**src/rtl/pwm_capture.sv**
```systemverilog
// pwm_capture: measures period and high time of an external PWM waveform and
// reports an 8-bit duty ratio computed by a bit-serial restoring divider.
module pwm_capture #(
  parameter int CNT_W = 16
) (
  input  logic             clk,
  input  logic             rst,
  input  logic             en,
  input  logic             pwm_in,
  output logic [CNT_W-1:0] period_out,
  output logic [CNT_W-1:0] high_out,
  output logic [7:0]       duty_out,
  output logic             valid,
  output logic             stuck,
  output logic             overrun
);
  localparam logic [1:0] IDLE = 2'd0, MEASURE = 2'd1, DIVIDE = 2'd2;
  logic [1:0] state;
  logic s1, lvl, lvl_d, rise;
  logic [CNT_W-1:0] cnt, hcnt;
  logic [CNT_W:0] rem, r, diff;
  logic [6:0] quo;
  logic [2:0] it;
  logic ge, timeout;
  assign r = rem << 1;
  assign ge = r >= {1'b0, period_out};
  assign diff = r - {1'b0, period_out};
  assign timeout = state == MEASURE && !rise && cnt == '1;
  always_ff @(posedge clk or posedge rst) begin
    if (rst) begin
      s1 <= 1'b0;
      lvl <= 1'b0;
      lvl_d <= 1'b0;
      rise <= 1'b0;
    end else begin
      s1 <= pwm_in;
      lvl <= s1;
      lvl_d <= lvl;
      rise <= lvl & ~lvl_d;
    end
  end
  // hcnt loads lvl on a rise so a one-cycle-high pulse still measures as 1
  always_ff @(posedge clk or posedge rst) begin
    if (rst) begin
      cnt <= '0;
      hcnt <= '0;
    end else if (!en || timeout || (state == IDLE && !rise)) begin
      cnt <= '0;
      hcnt <= '0;
    end else if (rise) begin
      cnt <= CNT_W'(1);
      hcnt <= CNT_W'(lvl);
    end else begin
      cnt <= cnt + 1'b1;
      hcnt <= hcnt + CNT_W'(lvl);
    end
  end
  always_ff @(posedge clk or posedge rst) begin
    if (rst) begin
      state <= IDLE;
      period_out <= '0;
      high_out <= '0;
      duty_out <= '0;
      valid <= 1'b0;
      stuck <= 1'b0;
      overrun <= 1'b0;
      rem <= '0;
      quo <= '0;
      it <= '0;
    end else begin
      valid <= 1'b0;
      if (!en) begin
        state <= IDLE;
      end else if (state == IDLE) begin
        state <= rise ? MEASURE : IDLE;
      end else if (state == MEASURE) begin
        if (rise) begin
          period_out <= cnt;
          high_out <= hcnt;
          rem <= {1'b0, hcnt};
          quo <= '0;
          it <= '0;
          state <= DIVIDE;
        end else if (timeout) begin
          period_out <= '0;
          high_out <= '0;
          duty_out <= {8{lvl}};
          stuck <= 1'b1;
          valid <= 1'b1;
          state <= IDLE;
        end
      end else if (state == DIVIDE) begin
        rem <= ge ? diff : r;
        quo <= {quo[5:0], ge};
        it <= it + 1'b1;
        overrun <= overrun | rise;
        if (it == 3'd7) begin
          duty_out <= {quo, ge};
          stuck <= 1'b0;
          valid <= 1'b1;
          state <= MEASURE;
        end
      end else begin
        state <= IDLE;
      end
    end
  end
endmodule

```
**config.mk**
```make
export PLATFORM = sky130hd
export DESIGN_NAME = pwm_capture
export DESIGN_NICKNAME = d
export VERILOG_FILES = /design/src/rtl/pwm_capture.sv
export SDC_FILE = /design/constraint.sdc
export NUM_CORES = 1
export LEC_CHECK = 0
export ABC_AREA = 0
export BUFFER_PORTS_ARGS = -buffer_cell sky130_fd_sc_hd__buf_2
export CAP_MARGIN = 20
export CORE_ASPECT_RATIO = 0.75
export CORE_MARGIN = 3
export CORE_UTILIZATION = 55
export CTS_CLUSTER_DIAMETER = 50
export DETAILED_ROUTE_END_ITERATION = 10
export PLACE_DENSITY = 0.71
export SLEW_MARGIN = 25
export SYNTH_ARGS = -nofsm -noshare
export SYNTH_HDL_FRONTEND = slang
export SYNTH_SLANG_ARGS = --single-unit
```
**constraint.sdc**
```tcl
create_clock -name clk -period 7.6 [get_ports clk]
set_clock_uncertainty 0.05 [all_clocks]
set_input_delay 0.38 -clock clk [delete_from_list [all_inputs] [get_ports clk]]
set_output_delay 0.38 -clock clk [all_outputs]
set_load 0.01 [all_outputs]
```
==> results_dict.tcl <==
set metrics [dict create \
    outcome "complete, no violations" \
    placementRows 31 \
    grt_pass1_vias 4036 \
    synth_area_leader_cell "sky130_fd_sc_hd__dfrtp_1" \
    clock_path_buffers 2 \
    total_leakage_power_nw 2.982 \
    slew_violations 0 \
    cts.root.buffer_cell "sky130_fd_sc_hd__clkbuf_16" \
    detailedRoute.firstIterationViolations 363 \
    dieWidth_um 121.7 \
    cpMaxStageDelayCell "sky130_fd_sc_hd__nor2_2" \
    drtAntennaViolNets 0 \
    synthesis.area_sq_um 5525 \
    initial_utilization_pct 56.75 \
    design_area_sq_um 6102 \
    cts_setup_buffers 0 \
    die_h_um 92.80 \
    timing.critical_path.fanout_max 34 \
    holdBufCountCts 0 \
    setup_viol 0 \
    grt_first_pass_wirelength_mm 21.56 \
    multiInputGateArea_sq_um 2611 \
    ordered_list_of_cells_on_the_worst_path "inv_1 > ha_1 > nor2b_1 > nand2_1 > buf_4 > nor2_2 > nand2_1 > a21oi_1 > mux2i_1 > nand2_1" \
    slew_headroom_pct 33.68 \
    min_path_type "input pin to async pin" \
    detailedPlacementHpwl_mm 9.199 \
    critical_path.endpoint_type "register" \
    totalNegativeSetupSlack_ns 0 \
    p_per_area_nw_per_um2 180.5 \
    floorplan.core_area_sq_um 9736 \
    cts_repair_resize_count 0 \
    syn-instance-count 539 \
    placedInstanceArea_sq_um 5818 \
    finalWirelength_mm 13.04 \
    fmax_ghz 0.3530 \
    cts_tree "done" \
    clock_insertion_delay_at_the_later_pin_of_the_skew_report_ns 0.35 \
    clkSinkCount 107 \
    seq_area_frac_synth_pct 48.46 \
    filler_cell_count 829 \
    place.gp.congestion 0.8803 \
    first_pass_iters 5 \
    critical-path-top-cell-by-count "sky130_fd_sc_hd__nand2_1" \
    cts.clk_slew.worst_paths_ns 0.07 \
    synth.yosys.warnings 0 \
    utilization_pct 62.68 \
    worstRegToRegCells 10 \
    synth_commonest_cells "sky130_fd_sc_hd__dfrtp_1, sky130_fd_sc_hd__nor2_1, sky130_fd_sc_hd__a22o_1" \
    routedWlPerCell_um 18.34 \
    synth_cell_types 58 \
    vdd_drop_max_v 0.0001390 \
    synth_edf_count 0 \
    fin_crit_sh_pct 37.28 \
    grt_remaining_overflow 0 \
    yosys.area.top_type_share_pct 48.46 \
    area_growth_pct 10.44 \
    cp.arrival_ns 3.08 \
    final_layout_size_suffix_gt1_share_pct 14.68 \
    cts_bufs_inserted 9 \
    synth.avg_cell_area_sq_um 10.25 \
    crit_path_start_kind "register" \
    critical_path.startpoint "state[0]" \
    grt_max_degree 64 \
    yosys.cell_count.top_type "sky130_fd_sc_hd__dfrtp_1" \
    vias_per_cell 5.993 \
    grt_util_all_layers_pct 24.68 \
    fin_total_pwr_w 0.001101 \
    initial_antenna_violation_count 0 \
    rsz0062_at_grt "no" \
    final-seq-area_sq_um 2678 \
    layout.cells.non_filler 711 \
    critPathKind "register to register" \
    io_port_bufs 46 \
    via_count 4261 \
    timing_worst_slew_pin_value_ns 0.9924 \
    timing.max_cap.violations 0 \
    worst_ep_required_time_ns 7.84 \
    layout_min_cycle_time_ns 2.833 \
    num_antenna_cells 0 \
    post-place-cells 695 \
    ys.flop_type "sky130_fd_sc_hd__dfrtp_1" \
    worst_r2r_startpoint "state[0]" \
    nets 603 \
    boundaryPins 47 \
    timing.critical_path.slowest_cell_delay_ns 0.65 \
    synth-async-reset-ratio_pct 100.0 \
    synth_fp_nets 568 \
    ctsHtreeMaxLevel 3 \
    die_area_sq_um 11300 \
    finalHoldViolCount 0 \
    ys_ff_latch 107 \
    yosys-top-cells-area "sky130_fd_sc_hd__dfrtp_1, sky130_fd_sc_hd__a22o_1, sky130_fd_sc_hd__ha_1" \
    drt_drc_violations_left 0 \
]
-- metrics by stage --
| step | hold WS, ns | setup WS [ns] |
|---|---|---|
| after floorplan | 0.2812 | 4.353 |
| after global placement | 0.2897 | 4.647 |
| after detailed placement | 0.2888 | 4.847 |
| after global routing | 0.06402 | 4.582 |
| final | 0.03328 | 4.767 |
| after CTS | 0.04090 | 4.817 |
-- layout by cell type (no fill, tap or decap), types with 3 or more instances in the layout --
cell type	netlist	final
sky130_fd_sc_hd__nor3b_1	3	3
sky130_fd_sc_hd__o21ai_0	19	19
sky130_fd_sc_hd__nand4_1	4	4
sky130_fd_sc_hd__a22o_1	41	41
sky130_fd_sc_hd__nor3_1	4	4
sky130_fd_sc_hd__mux2_2	3	3
sky130_fd_sc_hd__nor2_1	60	59
sky130_fd_sc_hd__a21oi_1	21	21
sky130_fd_sc_hd__inv_6	0	3
sky130_fd_sc_hd__nor2b_1	9	9
sky130_fd_sc_hd__xnor2_1	25	25
sky130_fd_sc_hd__a22oi_1	6	6
sky130_fd_sc_hd__a21o_1	9	9
sky130_fd_sc_hd__dfrtp_1	107	107
sky130_fd_sc_hd__xor2_1	15	15
sky130_fd_sc_hd__nand3_1	14	14
sky130_fd_sc_hd__and3_1	14	14
sky130_fd_sc_hd__nand2b_1	8	8
sky130_fd_sc_hd__ha_1	24	24
sky130_fd_sc_hd__o21a_1	3	3
sky130_fd_sc_hd__a31oi_1	17	17
sky130_fd_sc_hd__buf_2	8	46
sky130_fd_sc_hd__clkbuf_16	0	9
sky130_fd_sc_hd__nand2_1	38	38
sky130_fd_sc_hd__buf_4	3	5
sky130_fd_sc_hd__mux2i_1	6	6
sky130_fd_sc_hd__o41ai_2	3	3
sky130_fd_sc_hd__inv_1	25	24
-- final timing paths --
kind | endpoint | slack [ns]
max | rem[15] | 4.77
min | lvl | 0.03
max reg2reg | rem[15] | 4.77
min reg2reg | lvl | 0.31
max in group asynchronous | rem[8] | 6.28
min in group clk | s1 | 0.08
-- report_power, final --
part           internal [W]  switching [W]
clock              0.000230       0.000221
sequential         0.000573     0.00000493
combinational     0.0000268      0.0000453
-- flip-flops by register name, indices dropped and copies added (netlist names) --
name	cells
rise	1
cnt	16
valid	1
duty_out	8
high_out	16
it	3
s1	1
quo	7
lvl_d	1
stuck	1
overrun	1
lvl	1
hcnt	16
period_out	16
rem	16
state	2
-- worst max-delay path: cells and delay by family (launching register included) --
kind | cells | cell delay [ns]
muxes | 1 | 0.10
and+or+nand+nor | 5 | 1.48
adders and majority gates | 1 | 0.25
AOI/OAI and AO/OA | 1 | 0.18
buffers and inverters | 2 | 0.34
DFF | 1 | 0.35
-- layer usage --
layer	up-vias	global-route usage, %	part of all wire (%)
li1	1984	-	-
met4	0	6.903	1.7
met1	2107	37.44	49
met2	152	35.49	43
met3	18	5.617	6.6
met5	-	0	0
-- cell families (layout without fill, tap and decap cells) --
| logic type | after synthesis | after routing | synth area share [%] |
|---|---|---|---|
| buffers and inverters | 52 | 92 | 4.325 |
| xor gates and xnor gates | 40 | 40 | 6.341 |
| DFF | 107 | 107 | 48.46 |
| and+or+nand+nor | 164 | 164 | 14.33 |
| AOI/OAI and AO/OA | 142 | 142 | 19.04 |
| adders and majority gates | 25 | 25 | 5.797 |
| muxes | 9 | 9 | 1.698 |
-- area by class of cell --
type	count	share of cell area, %
multi-input cells	380	42.79
clock inverters	6	0.9022
repair buffers	51	4.388
well taps	132	2.707
inverters	25	1.579
flip-flops and latches	107	43.88
clock buffers	10	3.752
(Power assumes the default switching activity.)
